`config.mk`:
```
export PLATFORM = sky130hd
export DESIGN_NAME = down_counter_ce_flat
export DESIGN_NICKNAME = d
export VERILOG_FILES = /design/src/rtl/down_counter_pkg.sv /design/src/rtl/down_counter_ce_if.sv /design/src/rtl/decn_chain.sv /design/src/rtl/down_counter_ce.sv /design/src/flat_wrapper.sv
export SDC_FILE = /design/constraint.sdc
export NUM_CORES = 1
export LEC_CHECK = 0
export BUFFER_PORTS_ARGS = -buffer_cell sky130_fd_sc_hd__buf_2
export CORE_MARGIN = 3
export CORE_UTILIZATION = 48
export DETAILED_ROUTE_END_ITERATION = 7
export GPL_TIMING_DRIVEN = 0
export PLACE_DENSITY = 0.74
export SLEW_MARGIN = 20
export SYNTH_ARGS = -nofsm -noshare
export SYNTH_HDL_FRONTEND = slang
export SYNTH_SLANG_ARGS = --single-unit
export TNS_END_PERCENT = 30
```
`constraint.sdc`:
```
create_clock -name CLK -period 1.5 [get_ports CLK]
set_input_delay 0.075 -clock CLK [delete_from_list [all_inputs] [get_ports CLK]]
set_output_delay 0.075 -clock CLK [all_outputs]
set_load 0.02 [all_outputs]
```
`src/rtl/down_counter_pkg.sv`:
```
// Shared definitions for the loadable down-counter: state encodings and default width.
package down_counter_pkg;

  localparam int DEF_WIDTH = 8;

  typedef enum logic [1:0] {
    IDLE = 2'b00,
    RUN  = 2'b01,
    DONE = 2'b10
  } state_t;

endpackage

```
`src/rtl/down_counter_ce_if.sv`:
```
// Control/data bundle for down_counter_ce; master drives load/enable, slave returns count and flags.
interface down_counter_ce_if #(
  parameter int WIDTH = 8
);
  logic             CE;
  logic             LOAD;
  logic             AUTO;
  logic [WIDTH-1:0] D;
  logic [WIDTH-1:0] O;
  logic             TC;
  logic             RUNNING;

  modport master (output CE, LOAD, AUTO, D, input  O, TC, RUNNING);
  modport slave  (input  CE, LOAD, AUTO, D, output O, TC, RUNNING);
endinterface

```
`src/rtl/decn_chain.sv`:
```
// Combinational decrementer: a + all-ones built from per-bit LUT4 sum and CARRY cells.
module decn_chain
  import down_counter_pkg::*;
#(
  parameter int WIDTH = DEF_WIDTH
) (
  input  logic [WIDTH-1:0] a,
  output logic [WIDTH-1:0] y
);

  // LUT4 with INIT C33C computes I1 ^ I2 ^ I3; I2 is the constant-one addend bit.
  localparam logic [15:0] LUT_INIT = 16'hC33C;

  logic [WIDTH-1:0] carry;

  assign carry[0] = 1'b0;

  for (genvar i = 0; i < WIDTH; i++) begin : g_bit
    assign y[i] = LUT_INIT[{carry[i], 1'b1, a[i], 1'b0}];
    // CARRY cell with I1 tied high reduces to a | ci; the final borrow is dropped.
    if (i < WIDTH - 1) begin : g_cy
      assign carry[i+1] = a[i] | carry[i];
    end
  end

endmodule

```
`src/rtl/down_counter_ce.sv`:
```
// Loadable down-counter with clock enable, terminal-count pulse and optional auto-reload.
module down_counter_ce
  import down_counter_pkg::*;
#(
  parameter int WIDTH = DEF_WIDTH
) (
  input  logic              CLK,
  input  logic              RST,
  down_counter_ce_if.slave  bus
);

  state_t           state_q;
  logic [WIDTH-1:0] o_q;
  logic [WIDTH-1:0] reload_q;
  logic             tc_q;
  logic [WIDTH-1:0] o_dec;
  logic             at_one;

  decn_chain #(.WIDTH(WIDTH)) u_dec (
    .a (o_q),
    .y (o_dec)
  );

  assign at_one = (o_q == WIDTH'(1));

  always_ff @(posedge CLK) begin
    if (RST) begin
      state_q  <= IDLE;
      o_q      <= '0;
      reload_q <= '0;
      tc_q     <= 1'b0;
    end else if (bus.LOAD) begin
      reload_q <= bus.D;
      o_q      <= bus.D;
      tc_q     <= 1'b0;
      state_q  <= (bus.D != '0) ? RUN : IDLE;
    end else begin
      tc_q <= 1'b0;
      // Only RUN reacts to CE; IDLE and DONE park at zero until the next load.
      if (state_q == RUN && bus.CE) begin
        if (at_one) begin
          tc_q <= 1'b1;
          if (bus.AUTO) begin
            o_q <= reload_q;
          end else begin
            o_q     <= '0;
            state_q <= DONE;
          end
        end else begin
          o_q <= o_dec;
        end
      end
    end
  end

  assign bus.O       = o_q;
  assign bus.TC      = tc_q;
  assign bus.RUNNING = (state_q == RUN);

endmodule

```
`src/flat_wrapper.sv`:
```
// flat-port wrapper written by rule: the top's interface ports become plain ports
module down_counter_ce_flat import down_counter_pkg::*;
#(
  parameter int WIDTH = DEF_WIDTH
)
  (CLK, RST, bus_CE, bus_LOAD, bus_AUTO, bus_D, bus_O, bus_TC, bus_RUNNING);
  down_counter_ce_if #(.WIDTH(WIDTH)) bus_i ();
  input  logic CLK;
  input  logic RST;
  input wire logic [$bits(bus_i.CE)-1:0] bus_CE;
  input wire logic [$bits(bus_i.LOAD)-1:0] bus_LOAD;
  input wire logic [$bits(bus_i.AUTO)-1:0] bus_AUTO;
  input wire logic [$bits(bus_i.D)-1:0] bus_D;
  output wire logic [$bits(bus_i.O)-1:0] bus_O;
  output wire logic [$bits(bus_i.TC)-1:0] bus_TC;
  output wire logic [$bits(bus_i.RUNNING)-1:0] bus_RUNNING;
  assign bus_i.CE = bus_CE;
  assign bus_i.LOAD = bus_LOAD;
  assign bus_i.AUTO = bus_AUTO;
  assign bus_i.D = bus_D;
  assign bus_O = bus_i.O;
  assign bus_TC = bus_i.TC;
  assign bus_RUNNING = bus_i.RUNNING;
  down_counter_ce #(.WIDTH(WIDTH)) u_core (.CLK(CLK), .RST(RST), .bus(bus_i));
endmodule
```
=== Word level (Yosys, flattened, before mapping) ===
Index checks and enable logic that the tools add are counted.
W data, S select, Z words.

* $lt $le $gt $ge: 8
* Equal/unequal tests: 3
* Mux-type cells: 26
* Bitwise logic cells: 7
* Reductions and logical operators: 6

{| class="wikitable"
|+ Operator list
! kind !! number
|-
| $lt A4 B5 Y1 const B || 7
|-
| $mux W8 || 4
|-
| $bmux W1 S2 || 7
|-
| $mux W1 || 11
|-
| $eq A8 B1 Y1 const B || 1
|-
| $mux W2 || 4
|-
| $reduce_bool A8 Y1 || 1
|-
| $or A1 B1 Y1 || 6
|-
| $lt A3 B5 Y1 const B || 1
|-
| $reduce_bool A2 Y1 || 2
|-
| $reduce_and A3 Y1 || 1
|-
| $reduce_or A3 Y1 || 1
|-
| $eq A2 B1 Y1 const B || 1
|-
| $ne A2 B2 Y1 const B || 1
|-
| $logic_and A1 B1 Y1 || 1
|-
| $not A1 Y1 || 1
|}

* Register bits after elaboration: 19
* Output and inout bits: 10
* Logic and storage cells: 54

=== Longest topological paths before layout ===
* Depth after elaboration: 11
* Gate-level depth with buffers: 6
* Depth with buffers taken out: 4

=== Cells and area by module ===
From an unflattened synthesis, not the netlist that was laid out.

* Cells, all modules: 104
* Area, all modules: 1008.5 um^2

{| class="wikitable"
|+ By module, submodules not included
! module !! times used !! cells each !! area each (um^2) !! sequential area each (um^2)
|-
| down_counter_ce || 1 || 84 || 875.8 || 380.4
|-
| decn_chain || 1 || 20 || 132.6 || 0.0
|}

=== Worst setup path after synthesis ===
OpenSTA, ideal clock, no wires.

* Kind: register to register
* Start: register u_core.o_q[2], in the netlist u_core.bus.O[2]
* End: register u_core.o_q[5], in the netlist u_core.bus.O[5]
* Library setup time: 0.123 ns
* Arrival: 1.648 ns
* Path slack: -0.271 ns
* Cell stages (with the launch flop): 6
* Cell sequence: dfxtp_1 or4_1 buf_6 o22ai_1 a21oi_1 mux2_1

* Longest elaborated chain between the ends: 8
* Elaborated cells on any way between the ends: 9
* Those cells by class: eq/ne: 1; mux: 5; bitwise: 3

{| class="wikitable"
|+ Ends and longest elaborated chain
! element !! line !! source
|-
| start, declared || down_counter_ce.sv:13 || <nowiki>logic [WIDTH-1:0] o_q;</nowiki>
|-
| start signal, assigned || down_counter_ce.sv:34 || <nowiki>o_q <= bus.D;</nowiki>
|-
| start signal, assigned || down_counter_ce.sv:44 || <nowiki>o_q <= reload_q;</nowiki>
|-
| $or A1 B1 Y1 (3 in series) || decn_chain.sv:22 || <nowiki>assign carry[i+1] = a[i] | carry[i];</nowiki>
|-
| $bmux W1 S2 || decn_chain.sv:19 || <nowiki>assign y[i] = LUT_INIT[{carry[i], 1'b1, a[i], 1'b0}];</nowiki>
|-
| $mux W1 (implied by the code) || decn_chain.sv:19 ||
|-
| $mux W8 (*) || down_counter_ce.sv:41 || <nowiki>if (at_one) begin</nowiki>
|-
| $mux W8 (*) || down_counter_ce.sv:40 || <nowiki>if (state_q == RUN && bus.CE) begin</nowiki>
|-
| $mux W8 (*) || down_counter_ce.sv:32 || <nowiki>end else if (bus.LOAD) begin</nowiki>
|}

Every way passes the cells marked *; elsewhere a longest branch is shown, timed or not. The select of a mux whose other input is x is not followed.
A chain may end at the register's enable or synchronous reset.

=== Worst setup path after layout ===
* Start: register u_core.o_q[3], in the netlist u_core.bus.O[3]
* End: register u_core.o_q[4], in the netlist u_core.bus.O[4]

* Longest elaborated chain between the ends: 6
* Elaborated cells on any way between the ends: 7
* Those cells by class: eq/ne: 1; mux: 5; bitwise: 1

{| class="wikitable"
|+ Ends and longest elaborated chain
! element !! line
|-
| $or A1 B1 Y1 || decn_chain.sv:22
|-
| $bmux W1 S2 || decn_chain.sv:19
|-
| $mux W1 (implied by the code) || decn_chain.sv:19
|-
| $mux W8 (*) || down_counter_ce.sv:41
|-
| $mux W8 (*) || down_counter_ce.sv:40
|-
| $mux W8 (*) || down_counter_ce.sv:32
|}

Marked as above.

==> impl_results.md <==
* Num Clock Sinks at 19
* HPWL after DPL at 2180 um
* Final ANT Viol Nets at 0
* Tmin final at 1.648 ns
* Critical path class: flop to flop
* Std cell rows at 16
* GPL Wtd Cong at 0.9040
* Final Power at 1237 uW
* Total CTS buffers at 3
* Post-DR wirelength/cell at 16.74 um
* Cell count after synthesis at 131
* RSZ-0062 raised after global routing: true
* Vias at 1210
* Pin count of the biggest net entering global routing at 11
* DRT iter0 DRCs at 45
* Layout cell share with drive strength beyond 1 at 38.32%
* Core Area at 0.002082 mm^2
* Leak Pwr at 0.0005751 uW
* Post-synthesis simple-gate area fraction at 29.02%
* Global-route wire length before repair at 5250 um
* TritonCTS clock tree: done
* Mapped Area at 0.001112 mm^2
* Headroom to the max-slew limit at 64.23%
* Worst setup path startpoint: u_core.bus.O[3]
* Starting density of the core at 53.43%
* Synth Area in Compound Gates at 26.66%
* Xor and xnor fraction of the mapped netlist area at 0%
* Total Routed Length at 3248 um
* Critical Path Sink Type: flop
* Clk root buf: clkbuf_4
* Clk buf depth at 2
* Syn Nets at 144
* H-tree depth at 1
* Via density at 6.237
* Clock skew at 0.003206 ns
* Die Ht at 54.14 um
* Clk slew on worst S/H paths at 0.11 ns
* GRT Residual Overflow at 0
* Main flop type after synthesis: dfxtp_1
* Mux cell area share after synthesis at 3.712%
* Startpoint Class: flop
* Fin crit share at 109.9%
* CP Max Fanout at 7
* Violated checks: setup timing
* HP Class: input pin to flop
* Final WS setup at -0.1479 ns
* Number of global-route vias before repair at 1078
* PD cells at 861.7 mW/mm^2
* Clk_lat worst skew at 0.31 ns
* Initial antenna violation count at 0
* Adder-cell share of the synthesized area at 0%
* WP data required at 1.72 ns
* R2R Path Start: u_core.bus.O[3]
* Die width at 54.14 um
* Final Non-Filler Cells at 194
* Slew Limit Fails at 0
* Die area at 0.002931 mm^2
* Drt first pass iters at 4
* Synth Warn # at 0
* Hold Buf Count CTS at 0
* Area growth syn-to-layout at 29.02%
* Filler cell count at 176
* Number of synthesized flops with an enable pin at 0
* Nets at 181
* Setup violators final at 8
* Mean post-synth cell area at 8.491 um^2
* Largest family of logic cells by synthesized area: simple AND/OR/NAND/NOR gates
* Final hold viol count at 0
* Post-layout util at 68.93%
* Fmax at 606.8 MHz
* Min-delay src: bus_D[2]
* Pin slew with the least headroom to its limit at 0.5366 ns
* Port Buffers at 22
* Total Routing Usage GR at 24.60%
* FF+latch count, synth at 19
* WP data arrival at 1.87 ns
* DRC at 0
* Max Cap Viol at 0
* Max VDD drop at 514.8 uV
* Number of distinct library cells after synthesis at 44
* Status: finished with violations
* I/O Pins at 23
* DP Cell Count at 180
* Sequential fraction of the synthesis area at 34.20%
* Antenna diode count at 0
* Share of flip-flops with an asynchronous set or reset at 0%
metal layers:
metal	vias to the layer above	track usage, %	part of all wire, %
met5	-	0	0
met4	0	4.979	1.2
met3	6	6.371	7.3
met2	50	40.64	48
met1	578	32.00	43
li1	576	-	-
report_power, final:
group	internal, uW	leakage, uW	total, uW	switching [uW]
combinational	174	0.000400	394	220
clock	104	0.0000150	274	170
sequential	536	0.000160	569	32.7
per-stage QoR:
step / area [um^2] / setup TNS (ns) / hold slack [ns] / setup slack, ns
CTS: 1413 / -0.6867 / 0.03088 / -0.1449
global route: 1435 / -1.482 / 0.03882 / -0.2066
floorplan: 1137 / -0.5710 / 0.2197 / -0.1663
detailed placement: 1281 / -1.501 / 0.3551 / -0.2264
finish: 1435 / -0.7131 / 0.03940 / -0.1479
global placement: 1281 / -1.359 / 0.3500 / -0.1972
kinds of logic after synthesis:
group	Yosys count
and+or+nand+nor	50
AOI/OAI and AO/OA	43
DFF	19
buffers and inverters	15
muxes	4
worst max-delay path, cell delays in order (launching register included):
cell	delay (ns)
dfxtp_4	0.36
or4_4	0.61
nor2_1	0.17
o21ai_0	0.13
a221oi_2	0.29
state kept, by name (all words and copies together) (netlist names):
signal,cells
u_core.reload_q,8
u_core.state_q,2
u_core.bus.TC,1
u_core.bus.O,8
synth_stat cells (2+ instances only):
cell	instances	area (um^2)
dfxtp_1	19	380.4
a21oi_1	15	75.07
nor2_1	9	33.78
nand2_1	7	26.28
inv_1	5	18.77
nor2b_1	5	31.28
nor4_1	5	31.28
clkbuf_1	4	15.01
nand2b_1	4	25.02
nor3_1	4	20.02
a211oi_1	3	22.52
a31oi_1	3	18.77
buf_2	3	15.01
mux2i_1	3	30.03
nand3_1	3	15.01
nand4_1	3	18.77
o21ai_0	3	15.01
a211o_1	2	17.52
a311oi_1	2	17.52
o21a_1	2	15.01
o22ai_1	2	12.51
o2bb2ai_1	2	17.52
or4_1	2	15.01
final cells by class:
| type | instances | area, um^2 | area share (%) |
|---|---|---|---|
| Buffer | 9 | 48.80 | 3.400 |
| Sequential cell | 19 | 399.1 | 27.81 |
| Multi-Input combinational cell | 97 | 711.9 | 49.61 |
| Inverter | 5 | 18.77 | 1.308 |
| Tap cell | 27 | 33.78 | 2.354 |
| Clock buffer | 4 | 26.28 | 1.831 |
| Timing Repair Buffer | 33 | 196.4 | 13.69 |
timing repair:
action / CTS / global route
setup endpoints to repair: 10 / 10
setup buffers: 11 / 0
resized for setup: 10 / 5
pin swaps: 14 / 2
final timing paths:
check                                        to  slack [ns]  depth (start not counted)
worst max-delay path            u_core.bus.O[4]       -0.15                          4
worst min-delay path            u_core.bus.O[2]        0.04                          3
worst max register to register  u_core.bus.O[4]       -0.15                          4
worst min register to register  u_core.bus.O[0]        0.48                          2
cell usage in the layout (no fill, tap or decap), types with 2 or more instances in the layout:
cell type,netlist,final
clkbuf_4,0,3
dfxtp_1,19,12
o21a_1,2,2
a221oi_2,1,2
clkbuf_1,4,5
a311oi_1,2,2
nand4_1,3,3
a21oi_1,15,15
o21ai_0,3,3
a211oi_2,0,2
inv_1,5,5
a31oi_1,3,3
nor2b_1,5,5
dfxtp_2,0,3
nor3_1,4,4
buf_4,1,11
nand3_1,3,3
nand2b_1,4,4
buf_2,3,25
dfxtp_4,0,4
nor4_1,5,4
or4_4,0,2
a2111oi_2,1,2
o2bb2ai_1,2,2
a211o_1,2,2
mux2i_1,3,3
nor2_1,9,9
buf_6,1,2
nand2_1,7,6
Note: power is estimated with default switching activity, not from simulation.
